==> src/rtl/cpu_pkg.sv <==
// Shared encodings for the execute stage: control-field layout, ALU/funct codes,
// multiply/divide op codes and the multiply/divide sequencer states.
package cpu_pkg;

  localparam logic [3:0] MD_NONE  = 4'd0;
  localparam logic [3:0] MD_MULT  = 4'd1;
  localparam logic [3:0] MD_MULTU = 4'd2;
  localparam logic [3:0] MD_DIV   = 4'd3;
  localparam logic [3:0] MD_DIVU  = 4'd4;
  localparam logic [3:0] MD_MFHI  = 4'd5;
  localparam logic [3:0] MD_MFLO  = 4'd6;
  localparam logic [3:0] MD_MTHI  = 4'd7;
  localparam logic [3:0] MD_MTLO  = 4'd8;

  localparam logic [1:0] ALU_OP_ADD   = 2'b00;
  localparam logic [1:0] ALU_OP_SUB   = 2'b01;
  localparam logic [1:0] ALU_OP_FUNCT = 2'b10;
  localparam logic [1:0] ALU_OP_OR    = 2'b11;

  localparam logic [5:0] FN_ADD  = 6'h20;
  localparam logic [5:0] FN_ADDU = 6'h21;
  localparam logic [5:0] FN_SUB  = 6'h22;
  localparam logic [5:0] FN_SUBU = 6'h23;
  localparam logic [5:0] FN_AND  = 6'h24;
  localparam logic [5:0] FN_OR   = 6'h25;
  localparam logic [5:0] FN_SLT  = 6'h2A;
  localparam logic [5:0] FN_SLTU = 6'h2B;

  localparam int EX_ALU_SRC    = 0;
  localparam int EX_ALU_OP_LSB = 1;
  localparam int EX_REG_DST    = 3;
  localparam int EX_MD_LSB     = 4;

  typedef enum logic [1:0] {
    MD_IDLE = 2'd0,
    MD_BUSY = 2'd1,
    MD_DONE = 2'd2
  } md_state_e;

  // Ops that occupy the iterative unit for N cycles.
  function automatic logic md_is_iter(input logic [3:0] op);
    return (op >= MD_MULT) && (op <= MD_DIVU);
  endfunction

endpackage

==> src/rtl/muldiv_unit.sv <==
// Iterative shift-add multiplier / restoring divider with HI/LO registers.
// Signed ops run on magnitudes; the sign fix-up is applied when HI/LO are written.
module muldiv_unit
  import cpu_pkg::*;
#(
  parameter int DW         = 32,
  parameter int RADIX_BITS = 1
) (
  input  logic          clk,
  input  logic          rst,
  input  logic [3:0]    md_op,
  input  logic [DW-1:0] rs_val,
  input  logic [DW-1:0] rt_val,
  output logic          stall,
  output logic          done,
  output logic [DW-1:0] hi,
  output logic [DW-1:0] lo
);

  localparam int N  = DW / RADIX_BITS;
  localparam int CW = $clog2(N + 1);
  localparam logic [CW-1:0] LAST = CW'(N - 1);

  md_state_e state, state_n;
  logic [CW-1:0] cnt;
  logic          fresh;
  logic          start, last;

  logic          signed_op, op_div, sign_a, sign_b;
  logic [DW-1:0] mag_a, mag_b;

  logic [DW:0]   acc_hi;
  logic [DW-1:0] acc_lo, opb;
  logic          is_div, neg_q, neg_r, div0;

  logic [DW:0]     w_hi, r_try;
  logic [DW-1:0]   w_lo;
  logic [2*DW-1:0] prod, prod_fix;
  logic [DW-1:0]   quo_fix, rem_fix;

  // The cycle right after reset never starts an op, so stall is guaranteed low there.
  always_comb begin : fsm_next
    state_n = state;
    stall   = 1'b0;
    done    = 1'b0;
    start   = md_is_iter(md_op) && !fresh;
    last    = (cnt == LAST);
    case (state)
      MD_IDLE: begin
        if (start) begin
          stall   = 1'b1;
          state_n = MD_BUSY;
        end
      end
      MD_BUSY: begin
        stall = 1'b1;
        if (last) state_n = MD_DONE;
      end
      MD_DONE: begin
        done    = 1'b1;
        state_n = MD_IDLE;
      end
      default: state_n = MD_IDLE;
    endcase
  end

  always_comb begin : operand_cond
    signed_op = (md_op == MD_MULT) || (md_op == MD_DIV);
    op_div    = (md_op == MD_DIV) || (md_op == MD_DIVU);
    sign_a    = signed_op && rs_val[DW-1];
    sign_b    = signed_op && rt_val[DW-1];
    mag_a     = sign_a ? (DW'(0) - rs_val) : rs_val;
    mag_b     = sign_b ? (DW'(0) - rt_val) : rt_val;
  end

  // RADIX_BITS elementary steps per cycle; acc_hi holds partial product or remainder.
  always_comb begin : iter_step
    w_hi  = acc_hi;
    w_lo  = acc_lo;
    r_try = '0;
    for (int i = 0; i < RADIX_BITS; i++) begin
      if (is_div) begin
        r_try = {w_hi[DW-1:0], w_lo[DW-1]};
        w_lo  = {w_lo[DW-2:0], 1'b0};
        if (r_try >= {1'b0, opb}) begin
          r_try   = r_try - {1'b0, opb};
          w_lo[0] = 1'b1;
        end
        w_hi = r_try;
      end else begin
        r_try = w_lo[0] ? (w_hi + {1'b0, opb}) : w_hi;
        {w_hi, w_lo} = {1'b0, r_try, w_lo[DW-1:1]};
      end
    end
  end

  // Divide by zero leaves the dividend in the remainder, so only the quotient needs forcing.
  always_comb begin : sign_fixup
    prod     = {w_hi[DW-1:0], w_lo};
    prod_fix = neg_q ? ((2*DW)'(0) - prod) : prod;
    quo_fix  = div0 ? '1 : (neg_q ? (DW'(0) - w_lo) : w_lo);
    rem_fix  = neg_r ? (DW'(0) - w_hi[DW-1:0]) : w_hi[DW-1:0];
  end

  always_ff @(posedge clk) begin
    if (rst) begin
      state <= MD_IDLE;
      cnt   <= '0;
      fresh <= 1'b1;
      hi    <= '0;
      lo    <= '0;
    end else begin
      state <= state_n;
      fresh <= 1'b0;
      if (state == MD_BUSY) cnt <= cnt + 1'b1;
      else                  cnt <= '0;
      if (state == MD_BUSY && last) begin
        if (is_div) begin
          hi <= rem_fix;
          lo <= quo_fix;
        end else begin
          {hi, lo} <= prod_fix;
        end
      end else if (state == MD_IDLE) begin
        if (md_op == MD_MTHI) hi <= rs_val;
        if (md_op == MD_MTLO) lo <= rs_val;
      end
    end
  end

  always_ff @(posedge clk) begin
    if (state == MD_IDLE && start) begin
      acc_hi <= '0;
      acc_lo <= mag_a;
      opb    <= mag_b;
      is_div <= op_div;
      neg_q  <= sign_a ^ sign_b;
      neg_r  <= sign_a;
      div0   <= op_div && (rt_val == '0);
    end else if (state == MD_BUSY) begin
      acc_hi <= w_hi;
      acc_lo <= w_lo;
    end
  end

endmodule

==> src/rtl/ex_muldiv_stage.sv <==
// Execute stage: single-cycle ALU, branch-target adder, destination mux, the
// iterative multiply/divide unit and the EX/MEM pipeline register.
module ex_muldiv_stage
  import cpu_pkg::*;
#(
  parameter int DW         = 32,
  parameter int RADIX_BITS = 1
) (
  input  logic          clk,
  input  logic          rst,
  input  logic [1:0]    wb_ctl_in,
  input  logic [2:0]    m_ctl_in,
  input  logic [7:0]    ex_ctl_in,
  input  logic [DW-1:0] npc_in,
  input  logic [DW-1:0] rdata1_in,
  input  logic [DW-1:0] rdata2_in,
  input  logic [DW-1:0] sext_in,
  input  logic [4:0]    rt_in,
  input  logic [4:0]    rd_in,
  output logic          stall,
  output logic [1:0]    wb_ctlout,
  output logic [2:0]    m_ctlout,
  output logic [DW-1:0] alu_result,
  output logic          zero,
  output logic [DW-1:0] branch_target,
  output logic [DW-1:0] store_data,
  output logic [4:0]    wreg
);

  function automatic logic [DW-1:0] alu_eval(
    input logic [1:0]           op,
    input logic [5:0]           funct,
    input logic signed [DW-1:0] a,
    input logic signed [DW-1:0] b
  );
    logic [DW-1:0] r;
    r = '0;
    case (op)
      ALU_OP_ADD: r = a + b;
      ALU_OP_SUB: r = a - b;
      ALU_OP_OR:  r = a | b;
      default: begin
        case (funct)
          FN_ADD, FN_ADDU: r = a + b;
          FN_SUB, FN_SUBU: r = a - b;
          FN_AND:          r = a & b;
          FN_OR:           r = a | b;
          FN_SLT:          r = (a < b) ? DW'(1) : '0;
          FN_SLTU:         r = ($unsigned(a) < $unsigned(b)) ? DW'(1) : '0;
          default:         r = '0;
        endcase
      end
    endcase
    return r;
  endfunction

  logic                 alu_src, reg_dst, md_done;
  logic [1:0]           alu_op;
  logic [3:0]           md_op;
  logic signed [DW-1:0] opa_p0, opb_p0;
  logic [DW-1:0]        alu_out_p0, result_p0, hi, lo;
  logic [1:0]           wb_p0;
  logic [2:0]           m_p0;

  assign alu_src = ex_ctl_in[EX_ALU_SRC];
  assign alu_op  = ex_ctl_in[EX_ALU_OP_LSB +: 2];
  assign reg_dst = ex_ctl_in[EX_REG_DST];
  assign md_op   = ex_ctl_in[EX_MD_LSB +: 4];

  muldiv_unit #(
    .DW         (DW),
    .RADIX_BITS (RADIX_BITS)
  ) u_muldiv (
    .clk    (clk),
    .rst    (rst),
    .md_op  (md_op),
    .rs_val (rdata1_in),
    .rt_val (rdata2_in),
    .stall  (stall),
    .done   (md_done),
    .hi     (hi),
    .lo     (lo)
  );

  // A multiply/divide retiring in DONE, and mthi/mtlo, write no GPR and touch no memory.
  always_comb begin
    opa_p0     = rdata1_in;
    opb_p0     = alu_src ? sext_in : rdata2_in;
    alu_out_p0 = alu_eval(alu_op, sext_in[5:0], opa_p0, opb_p0);
    case (md_op)
      MD_MFHI: result_p0 = hi;
      MD_MFLO: result_p0 = lo;
      default: result_p0 = alu_out_p0;
    endcase
    wb_p0 = (md_done || md_op == MD_MTHI || md_op == MD_MTLO) ? 2'b00 : wb_ctl_in;
    m_p0  = md_done ? 3'b000 : m_ctl_in;
  end

  // EX/MEM boundary: a stalled cycle launches a bubble.
  always_ff @(posedge clk) begin
    if (rst || stall) begin
      wb_ctlout     <= '0;
      m_ctlout      <= '0;
      alu_result    <= '0;
      zero          <= 1'b0;
      branch_target <= '0;
      store_data    <= '0;
      wreg          <= '0;
    end else begin
      wb_ctlout     <= wb_p0;
      m_ctlout      <= m_p0;
      alu_result    <= result_p0;
      zero          <= (result_p0 == '0);
      branch_target <= npc_in + (sext_in << 2);
      store_data    <= rdata2_in;
      wreg          <= reg_dst ? rd_in : rt_in;
    end
  end

endmodule
==> config.mk <==
export PLATFORM = sky130hd
export DESIGN_NAME = ex_muldiv_stage
export DESIGN_NICKNAME = d
export VERILOG_FILES = /design/src/rtl/cpu_pkg.sv /design/src/rtl/muldiv_unit.sv /design/src/rtl/ex_muldiv_stage.sv
export SDC_FILE = /design/constraint.sdc
export NUM_CORES = 1
export LEC_CHECK = 0
export BUFFER_PORTS_ARGS = -buffer_cell sky130_fd_sc_hd__buf_4
export CELL_PAD_IN_SITES_DETAIL_PLACEMENT = 1
export CELL_PAD_IN_SITES_GLOBAL_PLACEMENT = 1
export CORE_UTILIZATION = 49
export DETAILED_ROUTE_END_ITERATION = 8
export GPL_TIMING_DRIVEN = 0
export PLACE_DENSITY = 0.9
export SYNTH_ARGS = -nofsm -noshare
export SYNTH_HDL_FRONTEND = slang
export SYNTH_SLANG_ARGS = --single-unit
==> constraint.sdc <==
create_clock -name clk -period 14.8 [get_ports clk]
set_input_delay 0.74 -clock clk [delete_from_list [all_inputs] [get_ports clk]]
set_output_delay 0.74 -clock clk [all_outputs]
set_load 0.05 [all_outputs]
## Word level (Yosys, flattened, before mapping)

Cells that the tools add are included.

- Muxes and demuxes: 35
- Divide/modulo/power cells: 0
- Reduce and logical (&&, ||, !) cells: 29
- Shift operators: 0
- Multipliers: 0
- $lt $le $gt $ge: 5
- Add/sub/neg operators: 11
- Bitwise logic cells: 4
- Equal/unequal tests: 22

Operator list:

| operator | number |
|---|---|
| $mux W32 | 17 |
| $pmux W32 S6 | 1 |
| $sub A1 B32 Y32 const A | 4 |
| $mux W33 | 3 |
| $pmux W32 S3 | 1 |
| $add A32 B32 Y32 | 2 |
| $logic_not A32 Y1 | 2 |
| $lt A32 B32 Y1 | 2 |
| $mux W64 | 1 |
| $pmux W32 S2 | 1 |
| $sub A1 B64 Y64 const A | 1 |
| $eq A6 B6 Y1 const B | 8 |
| $add A33 B32 Y33 | 1 |
| $ge A33 B32 Y1 | 1 |
| $sub A33 B32 Y33 | 1 |
| $and A32 B32 Y32 | 1 |
| $or A32 B32 Y32 | 1 |
| $sub A32 B32 Y32 | 1 |
| $eq A4 B3 Y1 const B | 4 |
| $reduce_or A2 Y1 | 5 |
| $reduce_bool A2 Y1 | 4 |
| $logic_and A1 B1 Y1 | 7 |
| $add A6 B1 Y6 const B | 1 |
| $eq A6 B5 Y1 const B | 1 |
| other kinds (19) | 35 |

- Memories kept: 0
- Bits in latches: 0
- Logic and storage cells: 125
- Memory bits (read-only): 0
- Bits of input ports: 153
- Memory bits (writable): 0
- Flip-flop bits (word level): 281

## Logic depth before layout (Yosys ltp)

- Depth after elaboration: 8
- Depth in mapped cells: 24
- Mapped depth without buffers: 21

## Modules after synthesis

A second synthesis with hierarchy kept.

- Cell total of the unflattened synthesis: 3395
- Area total of the unflattened synthesis: 26524.2 um2

By module, submodules not included:

| module | cells an instance | area an instance (um2) | instances |
|---|---|---|---|
| muldiv_unit | 1902 | 15063.2 | 1 |
| ex_muldiv_stage | 1493 | 11461.0 | 1 |

## Worst setup path after synthesis

Ideal clock, no wire load.

- Path type: in2reg
- From: input sext_in[0]
- To: register zero
- Path buffers: 4
- Stages on the path: 24
- Arrival time: 5479 ps
- Setup slack: 9229 ps
- Library setup time: 92 ps
- Cells stage by stage: clkbuf_1 buf_1 clkbuf_1 buf_1 nand2_1 o21a_1 inv_1 ha_1 inv_1 fa_1 nand2b_1 a21oi_1 o21ai_0 a21oi_1 nor2_1 o211ai_1 and3_1 o31ai_1 a221oi_1 nand4_1 or4_1 nor4_1 nand4_1 nor4_1

- Longest elaborated chain between the ends: 7
- Elaborated cells on any way between the ends: 23
- Classes of those cells: add/sub: 2; order compare: 2; eq/ne: 8; mux: 6; bitwise: 2; reduce/logical: 3

Ends and longest elaborated chain:

| element | RTL line | text |
|---|---|---|
| start: declaration | ex_muldiv_stage.sv:17 | `input logic [DW-1:0] sext_in,` |
| $mux W32 | ex_muldiv_stage.sv:88 | `opb_p0 = alu_src ? sext_in : rdata2_in;` |
| $lt A32 B32 Y1 (on tied branches) | ex_muldiv_stage.sv:49, ex_muldiv_stage.sv:48 |  |
| $mux W1 (on tied branches) | ex_muldiv_stage.sv:49, ex_muldiv_stage.sv:48 |  |
| $pmux W32 S6 | ex_muldiv_stage.sv:43 | `case (funct)` |
| $pmux W32 S3 * | ex_muldiv_stage.sv:38 | `case (op)` |
| $pmux W32 S2 * | ex_muldiv_stage.sv:90 | `case (md_op)` |
| $logic_not A32 Y1 * | ex_muldiv_stage.sv:113 | `zero <= (result_p0 == '0);` |
| end signal: assignment | ex_muldiv_stage.sv:113 |  |
| end: declaration | ex_muldiv_stage.sv:24 | `output logic zero,` |

Mark *: on every way between the ends. The rest lies on a longest branch, timed or not.
A chain may end at the register's enable or synchronous reset.

## Worst setup path in the final report

- From: register u_muldiv.is_div
- To: register u_muldiv.hi[8]

- Longest elaborated chain between the ends: 5
- Elaborated cells on any way between the ends: 8
- Classes of those cells: add/sub: 2; mux: 6

Ends and longest elaborated chain:

| element | RTL line | text |
|---|---|---|
| start: declaration | muldiv_unit.sv:34 | `logic is_div, neg_q, neg_r, div0;` |
| start signal: assignment | muldiv_unit.sv:136 | `is_div <= op_div;` |
| $mux W32 or $mux W33 (tied branches) | muldiv_unit.sv:82 | `if (is_div) begin` |
| $sub A1 B64 Y64 or $sub A1 B32 Y32 (tied branches) | muldiv_unit.sv:100, muldiv_unit.sv:102 |  |
| $mux W64 or $mux W32 (tied branches) | muldiv_unit.sv:100, muldiv_unit.sv:102 |  |
| $mux W32 * | muldiv_unit.sv:118 | `if (is_div) begin` |
| $mux W32 * | muldiv_unit.sv:117 | `if (state == MD_BUSY && last) begin` |
| end signal: assignment | muldiv_unit.sv:119 | `hi <= rem_fix;` |
| end signal: assignment | muldiv_unit.sv:122 | `{hi, lo} <= prod_fix;` |
| end signal: assignment | muldiv_unit.sv:125 | `if (md_op == MD_MTHI) hi <= rs_val;` |
| end: declaration | muldiv_unit.sv:16 | `output logic [DW-1:0] hi,` |

Marked as above.

==> results by group <==
Detailed routing
  – Final ANT Viol Nets: 0
  – First DRT Iteration DRCs: 3663
  – Via density: 7.02
  – WL final: 136000 um
  – Detailed-route DRC error count: 0
  – TritonRoute pass-1 iters: 6
  – Via count: 29981
  – Avg WL per Cell: 31.7 um

Clocking
  – Post-CTS setup buffer count: 0
  – Hold_buf cts: 0
  – Root Driver: clkbuf_16
  – Cts repair resizes: 0
  – Worst skew pair latency: 0.61 ns
  – CTS tree: yes
  – CTS buffer count: 36
  – Clock slew at reported path FFs: 0.07 ns
  – Htree depth: 2
  – Clk buf depth: 3
  – Clk sink count: 281

Die
  – Die width: 229 um
  – # rows: 82
  – Die height: 229 um
  – # IOs: 261
  – Die area: 0.0524 mm^2
  – Initial Utilization: 0.500
  – Core region area: 0.0505 mm^2

Critical path
  – Worst path max stage delay: 0.72 ns
  – Cell family with most CP delay: buffers and inverters
  – Crit path max fanout: 10
  – Worst reg2reg path startpoint: u_muldiv.is_div$_DFFE_PP_
  – Critical R2R Capture: u_muldiv.hi[8]$_SDFFE_PP0P_
  – CP bufs+invs: 11
  – CP Cell Sequence: buf_2 -> buf_1 -> buf_2 -> buf_2 -> buf_2 -> buf_2 -> buf_2 -> buf_2 -> buf_1 -> clkbuf_1 -> nor2_1 -> a21oi_1 -> ha_1 -> inv_1 -> nor2_1 -> nand3_1 -> a21oi_1 -> nor2_1 -> xnor2_1 -> nor2_1 -> a211oi_1
  – R2R setup slack: 6.72 ns
  – Setup crit start kind: flop
  – Most used cell, CP: buf_2
  – Worst Path Required: 15.30 ns
  – Critical path type: reg -> reg
  – R2r worst-path depth: 21
  – CP max stage cell: buf_1
  – WP data arrival: 8.58 ns
  – Crit. End Element: flop

Flow run
  – MaxCap Viol Count: 1

Synth
  – Seq/Total Area, Yosys: 0.250
  – Gate count after technology mapping: 3265
  – Mapped Area: 0.0252 mm^2
  – FF+latch count, synth: 281
  – Synth top cells by count: 376 x nor2_1, 299 x a21oi_1, 234 x nand2_1, 213 x dfxtp_1, 202 x ha_1
  – Asr flop ratio synth: 0
  – Post-synth top area share: 0.169
  – Syn avg cell area: 7.72 um^2
  – Warnings, synthesis: 0
  – Most frequent cell after synthesis: nor2_1
  – Largest area contributor in the netlist: dfxtp_1
  – Synth top area cells: dfxtp_1 17%, ha_1 10%, edfxtp_1 8.1%
  – Top_reg_cell synth: dfxtp_1
  – Synth cell types: 91
  – EDFF count, synth: 68
  – Mapped Nets: 3625

GRT
  – Global-route wire length before repair: 198000 um
  – Grt ovf: 0
  – Aggregate global-route resource usage: 0.500
  – Pin count of the biggest net entering global routing: 37
  – Initial antenna violation count: 8
  – Vias in the first global route: 30581

Timing
  – Period minus WS final: 8.08 ns
  – Fmax: 124 MHz
  – Slew headroom: -0.00285
  – Hold WS: 0.273 ns
  – Final TNS setup: 0 ns
  – RSZ-0062 raised after global routing: false
  – Final Cycle Share: 0.546
  – Hold Fails Final Rpt: 0
  – Final setup viols: 0
  – Pins Over Slew Limit: 1
  – Worst slew pin tran: 1.46 ns
  – Setup Skew: 0.0533 ns

Outcome
  – Status: finished, violations left
  – Failing checks: max-capacitance violations, max-slew violations

Final layout
  – Register area: 0.00631 mm^2
  – Area occupied by multi-input gates: 0.0175 mm^2
  – Layout area overhead: 15.9%
  – Post-layout util: 0.579
  – Share of layout cells above drive strength 1: 0.104
  – Post-layout nets: 3921
  – Layout fillers: 6366

Pwr
  – PwrDens: 129 mW/mm^2
  – Max IR drop VDD: 0.000109 V
  – LEAKAGE: 12.4 nW

Place
  – Gpl congestion: 1.02
  – Port bufs: 255
  – DP HPWL: 104000 um

Min path
  – Hold Crit Endpoint: u_muldiv.fresh$_DFF_P_
  – Worst hold path startpoint: rst
  – Hold Path Depth: 1
  – Worst min path class: in -> reg
routing by layer:
layer	routed length (um)	GRT usage	share of wire	vias up
li1	-	-	-	12508
met4	12500	0.399	0.092	6
met2	59400	0.782	0.44	2173
met1	48300	0.572	0.36	14621
met5	45	0	0.00033	-
met3	15300	0.144	0.11	673
final cells by class:
class / instances / share of cell area
tap: 672 / 0.0288
inverter: 189 / 0.0243
antenna: 7 / 0.000599
multi-input combinational: 2619 / 0.600
timing repair buffer: 258 / 0.0674
clock buffer: 42 / 0.0323
sequential: 281 / 0.216
clock inverter: 24 / 0.00813
buffer: 176 / 0.0231
worst reg2reg max path: stages (launching register included):
cell      delay (ns)
edfxtp_1        0.49
buf_2           0.36
buf_1           0.64
buf_2           0.47
buf_2           0.45
buf_2           0.36
buf_2           0.30
buf_2           0.31
buf_2           0.36
buf_1           0.73
clkbuf_1        0.64
nor2_1          0.14
a21oi_1         0.37
ha_1            0.26
inv_1           0.04
nor2_1          0.57
nand3_1         0.23
a21oi_1         0.19
nor2_1          0.08
xnor2_1         0.45
nor2_1          0.22
a211oi_1        0.32
power by group:
part | total (W) | switching [W] | internal [W] | leakage [nW]
Sequential | 0.000954 | 0.0000893 | 0.000865 | 2.37
Clock | 0.000938 | 0.000421 | 0.000517 | 0.584
Combinational | 0.00189 | 0.00128 | 0.000612 | 9.45
Total | 0.00378 | 0.00179 | 0.00199 | 12.4
registers in the layout (all words and copies together), names as in the netlist:
register / flops
u_muldiv.acc_hi: 33
alu_result: 32
branch_target: 32
store_data: 32
u_muldiv.acc_lo: 32
u_muldiv.hi: 32
u_muldiv.lo: 32
u_muldiv.opb: 32
u_muldiv.cnt: 6
wreg: 5
m_ctlout: 3
u_muldiv.state: 2
wb_ctlout: 2
u_muldiv.div0: 1
u_muldiv.fresh: 1
u_muldiv.is_div: 1
u_muldiv.neg_q: 1
u_muldiv.neg_r: 1
zero: 1
worst max-delay path by stage:
stage	start	to	depth (start not counted)	slack (ns)
4_1_cts	u_muldiv.is_div$_DFFE_PP_	u_muldiv.hi[8]$_SDFFE_PP0P_	21	7.15
3_3_place_gp	sext_in[0]	zero$_SDFF_PP0_	25	7.00
3_5_place_dp	sext_in[0]	zero$_SDFF_PP0_	25	6.91
6_report	u_muldiv.is_div$_DFFE_PP_	u_muldiv.hi[8]$_SDFFE_PP0P_	21	6.72
2_1_floorplan	sext_in[0]	zero$_SDFF_PP0_	24	9.23
5_1_grt	sext_in[0]	zero$_SDFF_PP0_	25	6.76
metrics by stage:
stage               instances  total power [W]  cell area, um^2  setup WS, ns
floorplan                3265          0.00210            25200          9.23
global placement         4192          0.00266            28000          7.00
detailed placement       4193          0.00273            28000          6.91
CTS                      4259          0.00367            29200          7.15
global route             4264          0.00387            29200          6.76
finish                   4268          0.00378            29200          6.72
layout by cell type, fill, tap and decap left out, drive strengths merged, types with 20 or more instances in the layout:
cell,n
nor2,377
a21oi,299
buf,285
nand2,234
dfxtp,213
ha,202
clkbuf,191
inv,188
o21ai,164
xnor2,160
nor3,100
mux2i,99
a21o,70
edfxtp,68
xor2,62
and2,61
nand3,56
a211oi,56
a221oi,48
o31ai,44
a31oi,39
o21a,36
and3,34
or3,30
a22o,30
nor2b,29
nand4,28
o211ai,27
nor4,26
nand2b,22
o21bai,20
clkinv,20
logic make-up after synthesis:
family	after synthesis	synth area share
compound gates	1019	0.271
xor+xnor	222	0.0771
fa+ha+maj	207	0.104
buf+inv	365	0.0549
flops	281	0.250
mux	107	0.0429
simple gates	1064	0.200
Power figures use the tool's default switching activity.
